File: config.mk
export PLATFORM = sky130hd
export DESIGN_NAME = pulse_drv_stretch
export DESIGN_NICKNAME = d
export VERILOG_FILES = /design/src/rtl/pulse_drv_stretch.sv
export SDC_FILE = /design/constraint.sdc
export NUM_CORES = 1
export LEC_CHECK = 0
export ABC_AREA = 1
export CORE_AREA = 2 2 39 41
export CTS_CLUSTER_DIAMETER = 150
export DETAILED_ROUTE_END_ITERATION = 10
export DIE_AREA = 0 0 41 43
export PLACE_DENSITY = 0.74
export SYNTH_ARGS = -nofsm -noshare
export SYNTH_HDL_FRONTEND = slang
export SYNTH_SLANG_ARGS = --single-unit
File: constraint.sdc
create_clock -name clk -period 2.7 [get_ports clk]
set_clock_uncertainty 0.1 [all_clocks]
set_input_delay 0.54 -clock clk [delete_from_list [all_inputs] [get_ports clk]]
set_output_delay 0.54 -clock clk [all_outputs]
set_load 0.1 [all_outputs]
File: src/rtl/pulse_drv_stretch.sv
// Converts single-cycle command pulses into timed actuator drives:
// ON_CYCLES high then OFF_CYCLES low, with a saturating queue of pending requests.
module pulse_drv_stretch #(
  parameter int ON_CYCLES  = 8,
  parameter int OFF_CYCLES = 4,
  parameter int QCNT_W     = 3
) (
  input  logic              clk,
  input  logic              rstn,
  input  logic              req_pulse,
  output logic              drive,
  output logic              busy,
  output logic [QCNT_W-1:0] pending,
  output logic              ovf
);

  localparam int MAXC = (ON_CYCLES > OFF_CYCLES) ? ON_CYCLES : OFF_CYCLES;
  localparam int TW   = $clog2(MAXC) + 1;
  localparam logic [TW-1:0]     ON_LAST  = TW'(ON_CYCLES - 1);
  localparam logic [TW-1:0]     OFF_LAST = TW'(OFF_CYCLES - 1);
  localparam logic [QCNT_W-1:0] Q_MAX    = '1;

  typedef enum logic [1:0] {
    S_IDLE,
    S_ON,
    S_OFF
  } state_t;

  state_t              r_state;
  logic [TW-1:0]       r_timer;
  logic                r_drive;
  logic [QCNT_W-1:0]   r_pending;
  logic                r_ovf;

  logic w_on_last;
  logic w_off_last;
  logic w_pend_nz;
  logic w_direct;
  logic w_enq;
  logic w_deq;

  always_comb begin
    w_on_last  = (r_state == S_ON)  && (r_timer == ON_LAST);
    w_off_last = (r_state == S_OFF) && (r_timer == OFF_LAST);
    w_pend_nz  = (r_pending != '0);
    // A request bypasses the queue when the machine can start it right away.
    w_direct   = req_pulse && ((r_state == S_IDLE) || (w_off_last && !w_pend_nz));
    w_enq      = req_pulse && !w_direct;
    w_deq      = w_off_last && w_pend_nz;
  end

  always_ff @(posedge clk or negedge rstn) begin
    if (!rstn) begin
      r_state   <= S_IDLE;
      r_timer   <= '0;
      r_drive   <= 1'b0;
      r_pending <= '0;
      r_ovf     <= 1'b0;
    end else begin
      case (r_state)
        S_IDLE: begin
          r_timer <= '0;
          if (req_pulse) begin
            r_state <= S_ON;
            r_drive <= 1'b1;
          end
        end
        S_ON: begin
          if (w_on_last) begin
            r_state <= S_OFF;
            r_timer <= '0;
            r_drive <= 1'b0;
          end else begin
            r_timer <= r_timer + TW'(1);
          end
        end
        S_OFF: begin
          if (w_off_last) begin
            r_timer <= '0;
            if (w_pend_nz || req_pulse) begin
              r_state <= S_ON;
              r_drive <= 1'b1;
            end else begin
              r_state <= S_IDLE;
            end
          end else begin
            r_timer <= r_timer + TW'(1);
          end
        end
        default: begin
          r_state <= S_IDLE;
          r_timer <= '0;
          r_drive <= 1'b0;
        end
      endcase

      if (w_enq && !w_deq) begin
        if (r_pending != Q_MAX) r_pending <= r_pending + QCNT_W'(1);
      end else if (w_deq && !w_enq) begin
        r_pending <= r_pending - QCNT_W'(1);
      end

      r_ovf <= w_enq && !w_deq && (r_pending == Q_MAX);
    end
  end

  assign drive   = r_drive;
  assign pending = r_pending;
  assign ovf     = r_ovf;
  assign busy    = (r_state != S_IDLE) || w_pend_nz;

endmodule
### Word-level counts from Yosys, hierarchy flattened

Index checks and enable logic that the tools add are counted.

* register bits after elaboration: 11
* input port bits: 3
* word-level logic and storage cells: 58
* output and inout port bits: 6

* equality and inequality tests: 11
* multiplexer cells: 16
* reductions and logical operators: 23
* add/sub/neg operators: 3

Operators with widths (number)
* $logic_and 1x1->1: 9
* $mux 3: 3
* $mux 4: 2
* $pmux 4 s2: 1
* $mux 2: 3
* $ne 2x2->1 const B: 3
* $pmux 2 s3: 1
* $mux 1: 5
* $add 4x1->4 const B: 1
* $eq 4x2->1 const B: 1
* $eq 4x3->1 const B: 1
* $logic_not 1->1: 4
* $ne 2x1->1 const B: 2
* $reduce_and 4->1: 1
* $reduce_bool 2->1: 2
* $add 3x1->3 const B: 1
* $eq 3x3->1 const B: 1
* $logic_or 1x1->1: 3
* $ne 3x3->1 const B: 1
* $pmux 1 s3: 1
* $reduce_and 3->1: 1
* $reduce_bool 3->1: 1
* $sub 3x1->3 const B: 1
* $eq 2x1->1 const B: 1
* other kinds (3): 3

### Logic depth before layout (Yosys ltp)

* word-level depth: 11
* gate-level depth with buffers: 9
* depth with buffers taken out: 9

### Worst setup path after synthesis

OpenSTA, ideal clock, no wires.

* path kind: register -> output
* start point: register r_pending[0], in the netlist pending[0]
* end point: output port busy
* data arrival time: 1.950 ns
* path slack: 0.110 ns
* cell stages (with the launch flop): 3
* buffers on the path: 0
* cells stage by stage: dfrtp_1 -> inv_1 -> nand3_1

* cells in the longest elaborated chain, start to end: 2

RTL lines
* from (decl): RTL line 32 `logic [QCNT_W-1:0] r_pending;`
* from (signal assigned): RTL line 98 `if (r_pending != Q_MAX) r_pending <= r_pending + QCNT_W'(1);`
* from (signal assigned): RTL line 100 `r_pending <= r_pending - QCNT_W'(1);`
* $reduce_bool 3->1: RTL line 45 `w_pend_nz = (r_pending != '0);`
* $logic_or 1x1->1: RTL line 110 `assign busy = (r_state != S_IDLE) || w_pend_nz;`
* to (decl): RTL line 12 `output logic busy,`

Every way passes these cells.

### Final worst setup path

* start point: input port req_pulse
* end point: register r_pending[2], in the netlist pending[2]

* cells in the longest elaborated chain, start to end: 7
* elaborated cells between the ends (all ways): 10
* classes of those cells: 1 x eq/ne; 1 x mux; 8 x reduce/logical

RTL lines
* from (decl): RTL line 10 `input logic req_pulse,`
* $logic_and 1x1->1: RTL line 47 `w_direct = req_pulse && ((r_state == S_IDLE) || (w_off_last && !w_pend_nz));`
* $logic_not 1->1: RTL line 48 `w_enq = req_pulse && !w_direct;`
* $logic_and 1x1->1 (*): RTL line 48
* $logic_not 1->1: RTL line 99 `end else if (w_deq && !w_enq) begin`
* $logic_and 1x1->1: RTL line 99
* $reduce_bool 2->1 (no source line)
* $reduce_and 2->1 (no source line)

Every way passes the cells marked *; elsewhere a longest branch is shown, timed or not.
A chain may end at the register's enable or synchronous reset.

==> impl_metrics.yaml <==
cells_and_area:
  final_common_cell: "nand2_1"
  layout-drive-gt1-share_pct: 21.1
  syn_to_final_growth_pct: 16.8
  fin_nets: 100
  antenna_cells: 0
  final_cell_mix: "nand2_1, dfrtp_1, inv_1, nor2_1, nand3_1"
cts:
  clockRootBuffer: "clkbuf_4"
  cts_tree: "built"
  cts_setup_buffers: 0
  clock_latency_ns: 0.27
  clkTransAtPathRegs_ns: 0.07
  cts_buffer_depth: 2
  numCtsBuffers: 3
  clock_sinks: 11
  h-tree-depth: 1
  ctsResizeCount: 0
  cts_hold_buf: 0
synthesis:
  synth_warnings: 0
  synthesis.area_sq_um: 672
  yosysTopAreaCell: "dfrtp_1"
  ys_seq_area_share_pct: 41.0
  synth_top_area_share_pct: 41.0
  synth_area_leaders: "dfrtp_1, ha_1, nand2_1"
  avgSynthCellArea_sq_um: 8.61
  ys_seq_elements: 11
  synthCells: 78
  syn_nets: 87
  synth_cell_type_count: 21
timing:
  hold_ws_ns: 0.369
  setup_viol: 0
  fin_crit_ns: 2.03
  max_freq_mhz: 493
  hold_viol: 0
  slew_viol_final: 0
  min_period_over_period_pct: 75.1
  slew_headroom_pct: 67.8
  rsz0062_at_grt: "no"
  tightest_slew_ns: 0.481
  layout_setup_ws_ns: 0.673
  fin_tns_setup_ns: 0
setup_path:
  required_ns: 2.76
  max_stage_delay_ns: 0.49
  crit_fanout: 4
  crit_path_frequent_cell: "nand2_1"
  end_kind: "register"
  crit_family: "simple AND/OR/NAND/NOR gates"
  worstRegToRegCells: 8
  crit_chain: "clkdlybuf4s50_1, inv_1, nor2_2, nand2_1, fa_1, nand3b_1, nand4_1, nand2_1"
  crit_slowest_cell: "clkdlybuf4s50_1"
  critPathKind: "in2reg"
  startpoint_type: "primary input"
  path_buf_inv: 2
  arrival_ns: 2.09
  crit_cells: 8
routing:
  first_pass_iters: 2
  wirelength_um: 1070
  antenna_left: 0
  wl_per_cell_um: 10.1
  drc: 0
  vias_per_cell: 4.89
  drtIter0Drc: 8
  vias: 518
floorplanning:
  pin_count: 9
  rows: 14
  core-area_sq_um: 1380
  die-area_sq_um: 1760
  die_h_um: 43
  die_w_um: 41
  start_util_pct: 48.6
global_route:
  grt_pass1_vias: 474
  gr-usage-all-layers_pct: 16.6
  grt_max_degree: 12
  grt_pass1_wl_um: 1910
  grt_overflow: 0
  antenna_found_initial: 0
hold_path:
  min_path_type: "reg2reg"
  hold_depth: 1
place:
  gp_congestion: 0.711
  dpl.hpwl_um: 867
  dp_worst_setup_slack_ns: 0.390
  io_buffer_count: 8
job:
  max_cap_violations: 0
run_status:
  outcome: "complete, no violations"
==> cells by family (layout without fill, tap and decap cells) <==
logic type	after synthesis	in the layout	share of synthesized area, %
fa+ha+maj	6	6	12.3
xor+xnor	3	3	3.91
simple gates	41	41	30.7
buf+inv	10	22	5.59
compound gates	7	7	6.52
flops	11	11	41.0
==> final cells by class <==
cell class              instances  area, sq um
fillers                       119          599
multi-input cells              57          359
flip-flops and latches         11          275
repair buffers                  8         65.1
inverters                      10         37.5
clock buffers                   3         22.5
well taps                      16         20.0
clock inverters                 1         5.00
==> cell usage after synthesis <==
| library cell | instances |
|---|---|
| ha_1 | 5 |
| o211a_1 | 1 |
| nand2_4 | 1 |
| nand4_1 | 1 |
| nand3_1 | 7 |
| inv_1 | 9 |
| nand2_1 | 15 |
| clkinv_1 | 1 |
| fa_1 | 1 |
| nor2_1 | 8 |
| dfrtp_1 | 11 |
| nand2_2 | 3 |
| nor2_2 | 2 |
| o21ai_0 | 4 |
| xor2_1 | 2 |
| a21oi_1 | 1 |
| xnor2_1 | 1 |
| o21ai_2 | 1 |
| nand3b_1 | 2 |
| nor2_4 | 1 |
| nand3_2 | 1 |
==> metal layers <==
metal / up-vias / share of wire [%] / track usage [%]
met4: 0 / 0 / 6.00
met2: 11 / 46 / 24.4
met3: 0 / 5.4 / 7.85
met5: - / 0 / 0
li1: 274 / - / -
met1: 233 / 48 / 20.5
==> state kept, by name, summed over array words and instances, names as in the netlist <==
register  flops
r_state       2
drive         1
pending       3
r_timer       4
ovf           1
==> per-stage QoR <==
stage                     utilization [%]  area [sq um]  cells
after floorplan                         -           672     78
after global placement               54.7           757    102
after detailed placement             54.7           757    102
after CTS                            56.7           785    106
after global routing                 56.7           785    106
final                                56.7           785    106
==> final timing paths <==
kind | from | slack [ns] | endpoint
worst min-delay path | r_timer[0]$_DFF_PN0_ | 0.37 | r_timer[0]$_DFF_PN0_
max in group asynchronous | rstn | 1.68 | r_state[0]$_DFFE_PN0P_
min in group asynchronous | rstn | 0.50 | pending[0]$_DFFE_PN0P_
worst max-delay path | req_pulse | 0.67 | pending[2]$_DFFE_PN0P_
worst min register to register | r_timer[0]$_DFF_PN0_ | 0.37 | r_timer[0]$_DFF_PN0_
worst max register to register | r_state[0]$_DFFE_PN0P_ | 0.73 | pending[2]$_DFFE_PN0P_
Power is left out: the tool's default activity adds up to more than one toggle a clock period on the data nets, which glitch-free logic cannot reach.
